**src/rtl/stim_pkg.sv**
```systemverilog
// Shared types for the table-driven stimulus player: FSM states, table entry layout, idle key level.
package stim_pkg;

   typedef enum logic [2:0] {
      IDLE,
      RST_PULSE,
      LOAD,
      HOLD,
      DONE
   } state_t;

   localparam int DEF_SW_W  = 10;
   localparam int DEF_KEY_W = 4;
   localparam int DEF_DUR_W = 24;

   // Field order matches the packed table word {dur, sw, key} held in the RAM.
   typedef struct packed {
      logic [DEF_DUR_W-1:0] dur;
      logic [DEF_SW_W-1:0]  sw;
      logic [DEF_KEY_W-1:0] key;
   } entry_t;

   localparam logic [DEF_KEY_W-1:0] KEY_IDLE = '1;

endpackage

```
**src/rtl/stim_table_ram.sv**
```systemverilog
// Stimulus table storage: simple dual-port RAM, one write port, registered read (1-cycle latency).
// No reset on contents; the read port samples every cycle and never stalls.
module stim_table_ram
   import stim_pkg::*;
#(
   parameter int AW = 4,
   parameter int W  = 38
) (
   input  logic          clk,
   input  logic          wr_en,
   input  logic [AW-1:0] wr_addr,
   input  logic [W-1:0]  wr_data,
   input  logic [AW-1:0] rd_addr,
   output logic [W-1:0]  rd_data
);

   logic [W-1:0] mem [2**AW];

   always_ff @(posedge clk) begin
      if (wr_en) begin
         mem[wr_addr] <= wr_data;
      end
      rd_data <= mem[rd_addr];
   end

endmodule

```
**src/rtl/stim_sequencer.sv**
```systemverilog
// Table-driven SW/KEY stimulus player: reset pulse, then back-to-back entries; read path is 1 cycle, prefetched.
// No backpressure: stop aborts at once; writes are dropped while busy. Key bounce model under STIM_KEY_BOUNCE_EN.
module stim_sequencer
   import stim_pkg::*;
#(
   parameter int SW_W       = DEF_SW_W,
   parameter int KEY_W      = DEF_KEY_W,
   parameter int DEPTH      = 16,
   parameter int DUR_W      = DEF_DUR_W,
   parameter int RST_CYCLES = 4
`ifdef STIM_KEY_BOUNCE_EN
   ,
   parameter int BOUNCE_CYC = 8
`endif
) (
   input  logic                     CLOCK_50,
   input  logic                     reset,
   input  logic                     start,
   input  logic                     stop,
   input  logic                     loop_en,
   input  logic                     wr_en,
   input  logic [$clog2(DEPTH)-1:0] wr_addr,
   input  logic [DUR_W-1:0]         wr_dur,
   input  logic [SW_W-1:0]          wr_sw,
   input  logic [KEY_W-1:0]         wr_key,
   output logic [SW_W-1:0]          SW_out,
   output logic [KEY_W-1:0]         KEY_out,
   output logic                     dut_reset_n,
   output logic [$clog2(DEPTH)-1:0] step_idx,
   output logic                     busy,
   output logic                     done,
   output logic [7:0]               pass_cnt
);

   localparam int AW  = $clog2(DEPTH);
   localparam int RCW = $clog2(RST_CYCLES + 1);
   localparam int EW  = DUR_W + SW_W + KEY_W;

   typedef struct packed {
      logic [DUR_W-1:0] dur;
      logic [SW_W-1:0]  sw;
      logic [KEY_W-1:0] key;
   } ent_t;

   state_t           state, state_next;
   logic [AW-1:0]    step_next, rd_addr;
   logic [RCW-1:0]   rst_cnt;
   logic [DUR_W-1:0] hold_cnt;
   ent_t             rd_ent, ent0, ld_ent;
   logic             accept, ld_en, pass_inc, last_entry;

   assign busy = (state == RST_PULSE) || (state == LOAD) || (state == HOLD);
   assign done = (state == DONE);

   stim_table_ram #(
      .AW (AW),
      .W  (EW)
   ) u_ram (
      .clk     (CLOCK_50),
      .wr_en   (wr_en && !busy),
      .wr_addr (wr_addr),
      .wr_data ({wr_dur, wr_sw, wr_key}),
      .rd_addr (rd_addr),
      .rd_data (rd_ent)
   );

   // While holding entry k the RAM output must already carry entry k+1, so the
   // address tracks the index that will be current next cycle, plus one.
   assign last_entry = (rd_ent.dur == '0) || (step_idx == AW'(DEPTH - 1));
   assign rd_addr    = (state_next == HOLD) ? AW'(step_next + 1'b1) : '0;

   always_comb begin
      state_next = state;
      step_next  = step_idx;
      accept     = 1'b0;
      ld_en      = 1'b0;
      ld_ent     = rd_ent;
      pass_inc   = 1'b0;
      case (state)
         IDLE, DONE: begin
            if (start && !stop) begin
               state_next = RST_PULSE;
               step_next  = '0;
               accept     = 1'b1;
            end
         end
         RST_PULSE: begin
            if (stop)                                 state_next = IDLE;
            else if (rst_cnt == RCW'(RST_CYCLES - 1)) state_next = LOAD;
         end
         LOAD: begin
            if (stop) begin
               state_next = IDLE;
            end else if (rd_ent.dur == '0) begin
               state_next = DONE;
            end else begin
               state_next = HOLD;
               step_next  = '0;
               ld_en      = 1'b1;
            end
         end
         HOLD: begin
            if (stop) begin
               state_next = IDLE;
            end else if (hold_cnt == DUR_W'(1)) begin
               if (last_entry) begin
                  pass_inc = 1'b1;
                  if (loop_en) begin
                     step_next = '0;
                     ld_en     = 1'b1;
                     ld_ent    = ent0;
                  end else begin
                     state_next = DONE;
                  end
               end else begin
                  step_next = step_idx + 1'b1;
                  ld_en     = 1'b1;
               end
            end
         end
         default: state_next = IDLE;
      endcase
   end

   always_ff @(posedge CLOCK_50) begin
      if (reset) begin
         state       <= IDLE;
         step_idx    <= '0;
         dut_reset_n <= 1'b1;
         SW_out      <= '0;
         rst_cnt     <= '0;
         hold_cnt    <= '0;
         pass_cnt    <= '0;
         ent0        <= '0;
      end else begin
         state       <= state_next;
         step_idx    <= step_next;
         dut_reset_n <= (state_next != RST_PULSE);
         if (accept) begin
            SW_out   <= '0;
            rst_cnt  <= '0;
            pass_cnt <= '0;
         end else if (state == RST_PULSE) begin
            rst_cnt <= rst_cnt + 1'b1;
         end
         // Entry 0 is kept aside so a loop can restart without a fetch bubble.
         if (state == LOAD) ent0 <= rd_ent;
         if (ld_en) begin
            SW_out   <= ld_ent.sw;
            hold_cnt <= ld_ent.dur;
         end else if (state == HOLD) begin
            hold_cnt <= hold_cnt - 1'b1;
         end
         if (pass_inc && (pass_cnt != 8'hFF)) pass_cnt <= pass_cnt + 1'b1;
      end
   end

`ifdef STIM_KEY_BOUNCE_EN
   logic [KEY_W-1:0] key_tgt, bnc_mask;
   logic [DUR_W-1:0] bnc_cnt;

   // Changed bits replay the old level first, then alternate until the window closes.
   always_ff @(posedge CLOCK_50) begin
      if (reset) begin
         KEY_out  <= '1;
         key_tgt  <= '1;
         bnc_mask <= '0;
         bnc_cnt  <= '0;
      end else if (accept) begin
         KEY_out  <= '1;
         key_tgt  <= '1;
         bnc_mask <= '0;
         bnc_cnt  <= '0;
      end else if (ld_en) begin
         KEY_out  <= key_tgt;
         key_tgt  <= ld_ent.key;
         bnc_mask <= ld_ent.key ^ key_tgt;
         bnc_cnt  <= (ld_ent.dur < DUR_W'(BOUNCE_CYC)) ? DUR_W'(ld_ent.dur - 1'b1)
                                                       : DUR_W'(BOUNCE_CYC - 1);
      end else if (state_next == HOLD) begin
         if (bnc_cnt != '0) begin
            KEY_out <= KEY_out ^ bnc_mask;
            bnc_cnt <= bnc_cnt - 1'b1;
         end else begin
            KEY_out <= key_tgt;
         end
      end
   end
`else
   always_ff @(posedge CLOCK_50) begin
      if (reset) begin
         KEY_out <= '1;
      end else if (accept) begin
         KEY_out <= '1;
      end else if (ld_en) begin
         KEY_out <= ld_ent.key;
      end
   end
`endif

endmodule
```
**config.mk**
```make
export PLATFORM = sky130hd
export DESIGN_NAME = stim_sequencer
export DESIGN_NICKNAME = d
export VERILOG_FILES = /design/src/rtl/stim_pkg.sv /design/src/rtl/stim_table_ram.sv /design/src/rtl/stim_sequencer.sv
export SDC_FILE = /design/constraint.sdc
export NUM_CORES = 1
export LEC_CHECK = 0
export BUFFER_PORTS_ARGS = -buffer_cell sky130_fd_sc_hd__clkbuf_2
export CORE_MARGIN = 2
export CORE_UTILIZATION = 62
export DETAILED_ROUTE_END_ITERATION = 16
export PLACE_DENSITY = 0.79
export SLEW_MARGIN = 15
export SYNTH_ARGS = -nofsm -noshare
export SYNTH_HDL_FRONTEND = slang
export SYNTH_HIERARCHICAL = 1
export SYNTH_SLANG_ARGS = --single-unit
```
**constraint.sdc**
```tcl
create_clock -name CLOCK_50 -period 6.1 [get_ports CLOCK_50]
set_clock_uncertainty 0.2 [all_clocks]
set_input_delay 0.305 -clock CLOCK_50 [delete_from_list [all_inputs] [get_ports CLOCK_50]]
set_output_delay 0.305 -clock CLOCK_50 [all_outputs]
set_load 0.01 [all_outputs]
```
==> key figures <==
STA
  – Max_slew headroom: 18.4%
  – Final Setup Violations: 0
  – Final cycle utilization of the critical path: 80.4%
  – Final Critical Period: 4.90 ns
  – Hold Slack: 0.138 ns
  – Slew @ Worst Pin: 1.21 ns
  – Total negative slack: 0 ns
  – RSZ-0062 raised after global routing: false
  – Fin. Hold Viols: 0
  – Max-slew violations: 0
  – Max Clk Rate: 0.204 GHz
  – Setup ws final: 1.20 ns

Clock tree
  – Worst-Skew Late Latency: 0.61 ns
  – Total CTS buffers: 73
  – Sink Count: 741
  – CTS tree: done
  – CTS HTree Levels: 3
  – Worst-path clk slew: 0.06 ns
  – Clock root cell: clkbuf_16
  – CTS max path bufs: 3

GRT
  – Total gr overflow: 0
  – Gr usage total: 28.3%
  – First-pass GRT wire length: 98.4 mm
  – Initial antenna violation count: 3
  – Vias in the first global route: 16000
  – Largest net degree at the start of global routing: 89

Routing
  – 1st-pass router iterations: 7
  – Final ANT Viol Nets: 0
  – Final WL: 65.3 mm
  – Via Count: 15900
  – Via density: 6.60
  – 1st-iter DRT viols: 2033
  – Residual DRC: 0
  – WL/cell: 27.1 µm

Worst setup path
  – Req. time, crit path: 6.43 ns
  – Crit Path Class: reg -> reg
  – CP endpoint kind: flop
  – WP data arrival: 5.23 ns
  – Max FO, Critical Path: 22
  – CP startpoint kind: flop

Final layout
  – Reg area: 20900 µm²
  – Design Area, Final: 32300 µm²
  – Filler cell count: 2671
  – Layout cells sized above 1: 21.9%
  – # nets final: 1811
  – Multi-input gate area: 7150 µm²
  – Area delta synth->final: 13.7%

Die
  – Die ar.: 47600 µm²
  – Initial core utilization: 62.8%
  – Core Region: 45300 µm²
  – Die H: 218 µm
  – Die X-Extent: 218 µm
  – Site row count: 78
  – IO Pins: 77

Logic synthesis
  – Post-synth EDFFs: 608
  – Mean post-synth cell area: 17.5 µm²
  – Top-count cell post-synth: edfxtp_1
  – Largest family of logic cells by synthesized area: multiplexers
  – Synth async-reset ratio: 0%
  – Area contributors post-synth: edfxtp_1 (64%), mux4_2 (12%), dfxtp_1 (9.4%)
  – Syn nets: 1679
  – Yosys top cell area share: 64.2%
  – Mapped Cells: 1624
  – Dominant cell type by area after synthesis: edfxtp_1
  – Mapped cell area: 28400 µm²
  – Synth Area in Compound Gates: 5.44%
  – Yosys reg bits: 741
  – Synth top cells by count: edfxtp_1 (608), nand2_1 (164), mux4_2 (152)
  – Xor-xnor portion of the synthesized cell area: 0.0616%
  – Portion of netlist area occupied by mux cells: 13.5%
  – Yosys Warn Count: 6
  – Unique masters post-synth: 52
  – Post-Synth Simple-Gate Area: 5.20%
  – Synth Flop Type: edfxtp_1
  – Synth Area in Adders: 0.308%
  – Seq/Total Area, Yosys: 73.6%

Placed design
  – Gpl congestion: 0.884
  – Placement Cell Area: 29600 µm²
  – Pre-CTS setup slack: 1.31 ns
  – Buffers on Ports: 76
  – DP Wirelength: 33.2 mm

Hold path
  – Min-delay worst type: in -> reg

Run
  – Max_cap viols: 0

Pwr
  – Total Power: 10.1 mW
  – Maximum vdd drop: 0.000219 V
  – Pwr per Cell Area: 313 nW/µm²
  – Leak: 10.5 nW

Outcome
  – Outcome: completed
==> metrics by stage <==
step	utilization (%)	cells
2_1_floorplan	-	1624
3_3_place_gp	65.4	2241
3_5_place_dp	65.4	2241
4_1_cts	71.4	2410
5_1_grt	71.4	2412
6_report	71.4	2412
==> cells in the final DEF (no fill, tap or decap), types with 14 or more instances in the layout <==
cell type and count:
clkbuf_2 76, a21oi_1 85, mux4_2 152, clkbuf_1 23, o21ai_0 43, nor4_1 18
buf_4 31, dfxtp_1 133, nand2_1 164, nor2_1 44, edfxtp_1 608, mux2i_1 39
nor2_4 14, clkbuf_16 73, a22oi_1 78, dlygate4sd3_1 40
==> sequential cells by signal, summed over array words and instances, names as in the netlist <==
signal	count
ent0	38
u_ram/rd_data	38
KEY_out	4
dut_reset_n	1
hold_cnt	24
SW_out	10
step_idx	4
pass_cnt	8
state	3
rst_cnt	3
u_ram/mem	608
==> area by class of cell <==
class                           instances  share of cell area, %
Timing Repair Buffer                  154                   3.57
Clock buffer                           98                   6.00
Sequential cell                       741                   64.7
Antenna cell                            2                 0.0155
Multi-Input combinational cell        774                   22.1
Clock inverter                         31                   1.14
Tap cell                              600                   2.32
Inverter                               12                  0.139
==> cells by family after synthesis <==
family / after synthesis
AOI/OAI and AO/OA: 247
xor gates and xnor gates: 2
adders and majority gates: 7
buffers and inverters: 109
DFF: 741
muxes: 194
and+or+nand+nor: 324
==> repair_timing <==
action / CTS / global route
endpoints found under the setup margin: 0 / 0
hold endpoints to repair: 609 / 0
gates resized for setup: 0 / 0
hold buffers: 40 / 0
setup buffers: 0 / 0
==> power by group <==
group,total [mW],internal [mW],switching [mW]
clock network,4.40,2.58,1.82
logic,0.184,0.0515,0.132
registers,5.54,5.52,0.0165
total,10.1,8.15,1.97
==> routing by layer <==
layer,global-route usage [%],part of all wire (%),vias to the layer above,wire length [µm]
li1,-,-,6740,-
met4,11.0,3.6,2,2320
met1,40.0,38,8008,24900
met2,44.1,48,1005,31100
met3,5.62,11,173,6990
met5,0,0.017,-,11
==> critical path, stage by stage (launching register included) <==
cell	delay [ns]
dfxtp_1	0.39
or4_1	0.52
nor2_1	0.29
a21boi_0	0.33
nor2_1	0.38
a21oi_1	0.12
a31oi_1	0.71
nor2b_1	0.10
mux2_2	0.36
nor2_4	0.60
buf_4	0.50
a22oi_1	0.19
nand2_1	0.12
==> final timing paths <==
check               startpoint          endpoint  slack, ns  depth (start not counted)
max          u_ram/rd_data[19]  u_ram/rd_data[4]       1.20                         12
min                       stop          state[1]       0.14                          4
max reg2reg  u_ram/rd_data[19]  u_ram/rd_data[4]       1.20                         12
min reg2reg            ent0[8]           ent0[8]       0.25                          2
No activity file was read; power rests on OpenSTA's default activity.
